**src/rtl/gshare_pattern_history_table.sv**
```systemverilog
// ---------------------------------------------------------------------------
// gshare_pattern_history_table
//
// Gshare branch direction predictor. The fetch PC index is XORed with a
// speculative global history register (GHR) to select one of 2**INDEX_W
// saturating counters; the counter MSB is the predicted direction. The hashed
// index and the GHR snapshot used for the prediction are returned so they can
// travel with the branch and come back at resolution time for training and,
// on a mispredict, for rolling the GHR back.
//
// Ports
//   clk             clock, all state updates on the rising edge
//   rst             asynchronous reset, active-high
//   stall           holds counters, GHR and mispredict_cnt when 1
//   pred_valid      fetch presents a conditional branch this cycle
//   pred_pc_idx     PC index bits of the fetched instruction
//   pred_taken      predicted direction (combinational)
//   pred_idx        hashed table index used (combinational)
//   pred_ghr        GHR value used for this prediction (combinational)
//   upd_valid       a conditional branch resolves this cycle
//   upd_idx         pred_idx carried with the resolving branch
//   upd_ghr         pred_ghr carried with the resolving branch
//   upd_taken       actual branch outcome
//   upd_mispredict  resolved direction differs from prediction
//   mispredict_cnt  saturating count of accepted mispredicts
// ---------------------------------------------------------------------------
module gshare_pattern_history_table #(
  parameter int INDEX_W  = 4,
  parameter int CTR_W    = 2,
  parameter int GHR_W    = 4,
  parameter int INIT_CTR = 2**CTR_W-1
) (
  input  logic               clk,
  input  logic               rst,
  input  logic               stall,
  input  logic               pred_valid,
  input  logic [INDEX_W-1:0] pred_pc_idx,
  output logic               pred_taken,
  output logic [INDEX_W-1:0] pred_idx,
  output logic [GHR_W-1:0]   pred_ghr,
  input  logic               upd_valid,
  input  logic [INDEX_W-1:0] upd_idx,
  input  logic [GHR_W-1:0]   upd_ghr,
  input  logic               upd_taken,
  input  logic               upd_mispredict,
  output logic [15:0]        mispredict_cnt
);

  localparam int               ENTRIES  = 2**INDEX_W;
  localparam logic [CTR_W-1:0] CTR_MAX  = {CTR_W{1'b1}};
  localparam logic [CTR_W-1:0] CTR_INIT = CTR_W'(INIT_CTR);

  logic [CTR_W-1:0]   ctr [ENTRIES];
  logic [GHR_W-1:0]   ghr;
  logic [GHR_W-1:0]   ghr_spec;
  logic [GHR_W-1:0]   ghr_recov;
  logic [INDEX_W-1:0] ghr_ext;
  logic               accept_upd;
  logic               accept_mispred;
  logic               accept_pred;

  // Two-direction saturating step of a prediction counter.
  function automatic logic [CTR_W-1:0] ctr_train(input logic [CTR_W-1:0] c,
                                                 input logic             taken);
    logic [CTR_W-1:0] r;
    r = c;
    if (taken) begin
      if (c != CTR_MAX) r = c + CTR_W'(1);
    end else begin
      if (c != '0) r = c - CTR_W'(1);
    end
    return r;
  endfunction

  // Increment that sticks at all-ones instead of wrapping.
  function automatic logic [15:0] cnt_sat_inc(input logic [15:0] c);
    return (c == 16'hFFFF) ? c : c + 16'd1;
  endfunction

  assign accept_upd     = upd_valid & ~stall;
  assign accept_mispred = upd_valid & upd_mispredict & ~stall;
  assign accept_pred    = pred_valid & ~stall;

  // History is shorter than (or equal to) the index; it only folds into the
  // low bits of the PC index.
  assign ghr_ext    = INDEX_W'(ghr);
  assign pred_idx   = pred_pc_idx ^ ghr_ext;
  assign pred_ghr   = ghr;
  // Read before any same-cycle training write: no bypass by design.
  assign pred_taken = ctr[pred_idx][CTR_W-1];

  // Next GHR values. With a one-bit history there is nothing to shift, so the
  // new outcome simply replaces it.
  if (GHR_W == 1) begin : g_ghr_one
    logic upd_ghr_unused;
    assign upd_ghr_unused = upd_ghr[0];
    assign ghr_spec       = pred_taken;
    assign ghr_recov      = upd_taken;
  end else begin : g_ghr_multi
    // The oldest bit of the snapshot falls off the end when the resolved
    // outcome is appended.
    logic upd_ghr_msb_unused;
    assign upd_ghr_msb_unused = upd_ghr[GHR_W-1];
    assign ghr_spec           = {ghr[GHR_W-2:0], pred_taken};
    assign ghr_recov          = {upd_ghr[GHR_W-2:0], upd_taken};
  end

  // Speculative history; a resolving mispredict overrides a same-cycle shift
  // because the fetched branch is on the wrong path.
  always_ff @(posedge clk or posedge rst) begin
    if (rst) begin
      ghr <= '0;
    end else if (accept_mispred) begin
      ghr <= ghr_recov;
    end else if (accept_pred) begin
      ghr <= ghr_spec;
    end
  end

  // Counter training, applied on every resolution regardless of correctness.
  always_ff @(posedge clk or posedge rst) begin
    if (rst) begin
      for (int i = 0; i < ENTRIES; i++) begin
        ctr[i] <= CTR_INIT;
      end
    end else if (accept_upd) begin
      ctr[upd_idx] <= ctr_train(ctr[upd_idx], upd_taken);
    end
  end

  always_ff @(posedge clk or posedge rst) begin
    if (rst) begin
      mispredict_cnt <= '0;
    end else if (accept_mispred) begin
      mispredict_cnt <= cnt_sat_inc(mispredict_cnt);
    end
  end

endmodule

```
**config.mk**
```make
export PLATFORM = sky130hd
export DESIGN_NAME = gshare_pattern_history_table
export DESIGN_NICKNAME = d
export VERILOG_FILES = /design/src/rtl/gshare_pattern_history_table.sv
export SDC_FILE = /design/constraint.sdc
export NUM_CORES = 1
export LEC_CHECK = 0
export ABC_AREA = 1
export CORE_AREA = 10 10 91 93
export DETAILED_ROUTE_END_ITERATION = 12
export DIE_AREA = 0 0 101 103
export GPL_TIMING_DRIVEN = 0
export HOLD_SLACK_MARGIN = 0.03
export PLACE_DENSITY = 0.74
export SYNTH_ARGS = -nofsm -noshare
export SYNTH_HDL_FRONTEND = slang
export SYNTH_SLANG_ARGS = --single-unit
```
**constraint.sdc**
```tcl
create_clock -name clk -period 1.6 [get_ports clk]
set_clock_uncertainty 0.15 [all_clocks]
set_input_delay 0.16 -clock clk [delete_from_list [all_inputs] [get_ports clk]]
set_output_delay 0.16 -clock clk [all_outputs]
set_load 0.02 [all_outputs]
```
==> results of run 1 <==
## cells in the final DEF (no fill, tap or decap), types with 2 or more instances in the layout
master | synthesis | routed
o211ai_1 | 5 | 5
nand3_1 | 33 | 10
dfrtp_2 | 0 | 8
a21oi_1 | 2 | 2
xor2_1 | 12 | 11
o21ai_0 | 6 | 4
dfstp_2 | 32 | 32
buf_6 | 5 | 22
nand2_1 | 195 | 156
buf_8 | 0 | 2
dlygate4sd2_1 | 0 | 19
nand2_2 | 5 | 36
buf_12 | 0 | 5
xnor2_1 | 5 | 2
nor2_2 | 2 | 4
nor2_1 | 33 | 27
inv_2 | 3 | 10
inv_1 | 57 | 49
nand4_1 | 4 | 4
clkbuf_8 | 0 | 5
buf_4 | 0 | 31
nor3_4 | 0 | 2
nor2_4 | 1 | 5
nand3_2 | 0 | 22
clkdlybuf4s50_1 | 0 | 15
dfrtp_1 | 20 | 12
buf_2 | 3 | 3
o21ai_1 | 2 | 3
o221ai_1 | 2 | 2
nand2_4 | 2 | 10
xnor2_2 | 0 | 2
## worst max path at each step
stage | end | cells after the start | startpoint | slack, ns
after CTS | pred_taken | 8 | pred_ghr[0] | -0.34
final | pred_taken | 8 | pred_ghr[0] | -0.35
after floorplan | mispredict_cnt[5] | 8 | mispredict_cnt[0] | -0.07
after detailed placement | pred_taken | 11 | pred_pc_idx[0] | -0.73
after global placement | pred_ghr[0] | 2 | rst | -1.04
after global routing | pred_taken | 10 | pred_ghr[0] | -0.45
## power by group through the flow
stage	sequential, mW	clock (mW)	combinational, mW
floorplan	1.96	0	0.749
global placement	1.87	0	1.37
detailed placement	1.88	0	1.40
CTS	1.86	0.777	1.74
global route	1.88	0.842	2.20
finish	1.85	0.772	2.04
## cells by family (layout without fill, tap and decap cells)
| group | count (synthesis) | in the layout |
|---|---|---|
| AO/OA/AOI/OAI | 19 | 19 |
| flip-flops | 52 | 52 |
| AND/OR/NAND/NOR | 282 | 282 |
| adder cells (fa/ha/maj) | 1 | 1 |
| XOR/XNOR | 17 | 17 |
| buffers and inverters | 68 | 166 |
## cell type report
type                    count  area [sq um]  share of cell area, %
plain buffers               7         80.08                  1.752
clock buffers               6         72.57                  1.588
clock inverters             2         16.27                 0.3559
inverters                  60         230.2                  5.037
multi-input cells         319          1833                  40.10
flip-flops and latches     52          1351                  29.56
well taps                  80         100.1                  2.190
repair buffers             91         887.1                  19.41
## worst max-delay path, stage by stage (launching register included)
cell and delay (ns):
dfrtp_2 0.43, nand2_2 0.08, nand2_4 0.08, buf_6 0.14, o211ai_1 0.19, nand3_1 0.10, nand3_1 0.10, nand2_2 0.07
buf_6 0.13
## registers in the layout (all words and copies together), names as in the netlist
name	count
pred_ghr	4
ctr	32
mispredict_cnt	16
## metal layers
layer / wire [um] / vias up
met5: 0 / -
met4: 304 / 0
met3: 659 / 36
li1: - / 1539
met1: 3698 / 1551
met2: 5099 / 140
## per-stage QoR
step | cell area (sq um) | worst slack, ns
6_report | 4571 | -0.3483
5_1_grt | 4571 | -0.4467
3_3_place_gp | 3666 | -1.042
2_1_floorplan | 3166 | -0.06948
3_5_place_dp | 3686 | -0.7336
4_1_cts | 4209 | -0.3406
## what timing repair did
item / CTS / global route
endpoints found under the setup margin: 72 / 55
cloned: 3 / 1
pin swaps: 32 / 59
hold buffers: 0 / 0
buffers inserted: 27 / 25
resized for setup: 87 / 78
## cell usage after synthesis (3+ instances only)
cell      number
nand3_1       33
dfrtp_1       20
inv_2          3
nand2_2        5
dfstp_2       32
xor2_1        12
buf_2          3
nor3_1         4
nand2_1      195
nand4_1        4
nor2_1        33
inv_1         57
xnor2_1        5
buf_6          5
o21ai_0        6
o211ai_1       5
==> results.md, run 1 <==
- Status: finished with violations
- Failing checks: negative setup slack
- P_int: approximately 2.9 mW
- RSZ-0062 raised after global routing: true
- Area leader, netlist: dfstp_2
- Fmax: 0.5133 GHz
- Max-slew violations: 0
- Antenna viol nets, final: 0
- P&R area growth vs syn: 47.89%
- P_leak: about 2.2 nW
- Reg2reg start: ctr[28]
- Hpwl dp: between 6 and 7 mm
- Sequential area share after synthesis: between 40 and 50%
- Worst-Margin Slew: 0.4888 ns
- Worst min path class: in -> async
- Final Cycle Share: 121.8%
- Final core utilization: a little over two thirds
- Initial antenna violation count: 0
- Main combinational cell family by area after synthesis: simple AND/OR/NAND/NOR gates
- Die Wd: 101 um
- Global-route wire length before repair: 14.67 mm
- Post-synthesis net count: between 400 and 500
- Port buffer count: 40
- CP required: 1.29 ns
- Placed cell count: 560
- Fillers: around 490
- TritonCTS buffer count: 5
- Initial DRC Count: between 200 and 300
- Ys async rst share: between 90% and 100%
- Vias in the first global route: 3043
- CP startpoint kind: flip-flop
- GRT Residual Overflow: 0
- M2 GR Usage: 30.71%
- Yosys cell types: 28
- Wirelength, routed: slightly below 10 mm
- DRC Markers: 0
- Worst Path Max Fanout: 8
- PwrDens: between 1000 and 1500 nW/um^2
- Post-synthesis instance total: between 400 and 500
- Pre-antenna DRT Iters: 5
- Die height: around 100 um
- Clk pwr share: between 15 and 20%
- Row count: 30
- Combinational power share: a little over two fifths
- Vias per inst: between 5 and 6
- Crit path time final: slightly below 2 ns
- Crit end category: output pin
- WL per Instance: 15.82 um
- Largest net degree at the start of global routing: 31
- Post-synth EDFFs: 0
- Via count: around 3300
- Max-cap violations: 0
- Top cells by area, synth: dfstp_2, nand2_1, dfrtp_1
- Post-Synth Simple-Gate Area: 37.65%
- H-tree depth: 2
- RD Place Congestion: about 0.88
- FF-to-FF End: ctr[2]
- Worst VDD drop: approximately 900 uV
- Clock sink total: 52
- GR Util met3: 4.491%
- Root Driver: clkbuf_8
- Setup TNS: -8.711 ns
- Post-synthesis register bit count: between 50 and 60
- Yosys warns: 0
- N_diodes: 0
- Synth Cell Area: 3090 sq um
- Fin Hold WS: approximately 0.019 ns
- Syn avg cell area: just over 7 sq um
- Longest Clk Path Bufs: 2
- Core ar.: 6569 sq um
- Total track usage: roughly 17%
- Sequential Power Share: a little under 40%
- NetSw: about 1.8 mW
- Insertion delay of the later-clocked pin in the worst-skew pair: between 0.3 and 0.4 ns
- Die ar.: 10400 sq um
- Tot Pwr: about 4.7 mW
- Post-synth top area share: about 27%
- Layout cells sized above 1: about two fifths
- Relative slew slack: between 60 and 70%
- Finish-stage setup viols: 45
- Crit path kind: reg -> out
- Register clock-pin slew on the reported worst setup and hold paths: roughly 0.1 ns
- Crit path DAT: 1.64 ns
- Reg2Reg Depth: 13
- I/O Pins: 44
- M1 GR Usage: around a fifth
- Post-synthesis compound-gate area fraction: between 4 and 5%
- Most used routing layer: met2
- Mux contribution to synthesized area: 0%
- CTS tree: built
- R2R setup slack: -0.29 ns
- Starting density of the core: between 40% and 50%
- Sw frac: around two fifths
- Top_reg_cell synth: dfstp_2
- Xor and xnor fraction of the mapped netlist area: a little under 5%
- Nets: approximately 560
- Hold Fails Final Rpt: 0
- Finished Layout Cells: about 620
- Worst setup margin: -0.3483 ns
- Synth Area in Adders: less than 1%
(Power assumes the default switching activity.)
==> inputs of run 2 (changes only) <==
--- a/config.mk
+++ b/config.mk
@@ -6,12 +6,11 @@
 export NUM_CORES = 1
 export LEC_CHECK = 0
 export ABC_AREA = 1
-export CORE_AREA = 10 10 91 93
+export CORE_AREA = 10 10 123 125
 export DETAILED_ROUTE_END_ITERATION = 12
-export DIE_AREA = 0 0 101 103
+export DIE_AREA = 0 0 133 135
 export GPL_TIMING_DRIVEN = 0
 export HOLD_SLACK_MARGIN = 0.03
-export PLACE_DENSITY = 0.74
 export SYNTH_ARGS = -nofsm -noshare
 export SYNTH_HDL_FRONTEND = slang
 export SYNTH_SLANG_ARGS = --single-unit
==> constraint.sdc (replaced) <==
create_clock -name clk -period 1.6 [get_ports clk]
set_clock_uncertainty 0.15 [all_clocks]
set_input_delay 0.32 -clock clk [delete_from_list [all_inputs] [get_ports clk]]
set_output_delay 0.32 -clock clk [all_outputs]
set_load 0.02 [all_outputs]
==> run 2 against run 1 <==
Largest power group unchanged. The run still ends with negative setup slack left. Combinational power barely moved. Largest cell class unchanged. Setup slack lost 0.16 ns. Final cell count is 14% higher.
==> results.md, run 2 (synthesis results as in run 1) <==
- Crit path kind: reg -> out
- Die height: around 140 um
- P_int: between 3 and 4 mW
- Hold Fails Final Rpt: 0
- Crit end category: output pin
- Register clock-pin slew on the reported worst setup and hold paths: 0.07 ns
- CP max stage cell: dfrtp_2
- Finish-stage setup viols: 49
- GRT Residual Overflow: 0
- Port buffer count: 40
- CTS tree: built
- N_diodes: 0
- Hpwl dp: about 6.5 mm
- Combinational power share: between 30 and 40%
- Worst-Margin Slew: 1.166 ns
- Die ar.: between 15000 and 20000 sq um
- Max reg flops: 32
- Failing checks: negative setup slack
- Final Cycle Share: 131.8%
- I/O Pins: 44
- Sequential Power Share: 36.5%
- Starting density of the core: between 20% and 30%
- CP startpoint kind: flip-flop
- Layout cells sized above 1: between 40% and 50%
- Worst VDD drop: between 400 and 500 uV
- Commonest cells after routing, fill and taps aside: nand2_1, inv_1, nand2_2, dfstp_2, nor2_1
- Top reg by flops: ctr
- Antenna viol nets, final: 0
- Sw frac: between 30% and 40%
- Vias in the first global route: around 3100
- Nets: about 550
- Worst min path class: reg -> reg
- Global-route wire length before repair: ~16 mm
- Wirelength, routed: 9.860 mm
- PwrDens: between 1000 and 1500 nW/um^2
- Tot Pwr: a little over 5 mW
- H-tree depth: 2
- Total track usage: a little over a tenth
- Max-cap violations: 0
- DRC Markers: 0
- P&R area growth vs syn: 55.34%
- Place WS: -1.084 ns
- Crit path largest cell delay: about 0.43 ns
- Initial DRC Count: 180
- WL per Instance: between 10 and 15 um
- Initial antenna violation count: 0
- Worst Path Max Fanout: 8
- Final core utilization: between 30% and 40%
- Status: finished with violations
- Critical Path, Cell by Cell: inv_2 > nand2_2 > nand2_4 > buf_6 > nand2_2 > o211ai_1 > nand3_1 > nand3_1 > nand2_2 > buf_6
- Largest net degree at the start of global routing: 53
- Fin Hold WS: 0.3225 ns
- Worst setup margin: -0.5085 ns
- Vias per inst: ~4.4
- CP required: between 1 and 1.5 ns
- P_leak: ~2.3 nW
- Via count: approximately 3000
- Fmax: between 0.4 and 0.5 GHz
- RD Place Congestion: around 0.86
- Finished Layout Cells: 701
- RSZ-0062 raised after global routing: true
- Crit path time final: between 2 and 2.5 ns
- NetSw: between 1.5 and 2 mW
- Pre-antenna DRT Iters: 4
- Commonest non-fill, non-tap cell in the layout: nand2_1
- Row count: 41
- Die Wd: around 130 um
- Most frequent CP cell: nand2_2
- Clock sink total: 52
- Max-slew violations: 0
- Core ar.: 12570 sq um
- Longest Clk Path Bufs: 2
- Insertion delay of the later-clocked pin in the worst-skew pair: a little under 0.3 ns
- Placed cell count: between 600 and 700
- R2R setup slack: -0.45 ns
- TritonCTS buffer count: 5
- Crit path DAT: roughly 1.6 ns
- Root Driver: clkbuf_16
- Clk pwr share: about a quarter
- Relative slew slack: 21.86%
-- run 2: layer usage --
layer	vias up	wire length (um)	global-route usage, %	part of all wire (%)
li1	1520	-	-	-
met4	0	261	4.768	2.6
met2	79	5300	18.98	54
met3	18	412	1.484	4.2
met1	1457	3885	11.95	39
met5	-	0	0	0
-- run 2: cell type report --
type | instances | area [sq um]
well taps | 172 | 215.2
fillers | 1231 | 7767
clock buffers | 6 | 128.9
multi-input cells | 319 | 1881
clock inverters | 2 | 38.79
plain buffers | 8 | 113.9
inverters | 60 | 241.5
flip-flops and latches | 52 | 1353
repair inverters | 1 | 5.005
repair buffers | 81 | 824.5
-- run 2: path summary, 6_finish.rpt --
kind | from | endpoint | depth (start not counted)
max in group asynchronous | rst | ctr[26] | 2
worst max register to register | pred_ghr[0] | pred_ghr[0] | 15
min in group asynchronous | rst | mispredict_cnt[8] | 2
worst min-delay path | ctr[20] | ctr[20] | 2
worst max-delay path | pred_ghr[0] | pred_taken | 10
worst min register to register | ctr[20] | ctr[20] | 2
-- run 2: worst max-delay path: cells and delay by family (launching register included) --
kind            cells  cell delay, ns
flops               1            0.43
simple gates        6            0.51
compound gates      1            0.08
buf+inv             3            0.33
-- run 2: what timing repair did --
action | in CTS | in global routing
endpoints found under the hold margin | 0 | 0
pin swaps | 34 | 51
gates cloned | 3 | 2
hold buffers | 0 | 0
buffers inserted | 27 | 16
gates resized for setup | 111 | 88
endpoints found under the setup margin | 74 | 66
-- run 2: metrics by stage --
step	setup TNS (ns)	cell area (sq um)
after global placement	-33.47	3850
after detailed placement	-34.86	3850
final	-8.798	4801
after global routing	-12.19	4801
after floorplan	-1.809	3234
after CTS	-8.275	4487
-- run 2: power by group through the flow --
| stage | clock network [mW] | logic, mW | registers (mW) |
|---|---|---|---|
| 2_1_floorplan | 0 | 0.774 | 1.96 |
| 3_3_place_gp | 0 | 1.40 | 1.89 |
| 3_5_place_dp | 0 | 1.43 | 1.90 |
| 4_1_cts | 1.26 | 1.90 | 1.88 |
| 5_1_grt | 1.31 | 2.24 | 1.93 |
| 6_report | 1.23 | 2.07 | 1.89 |
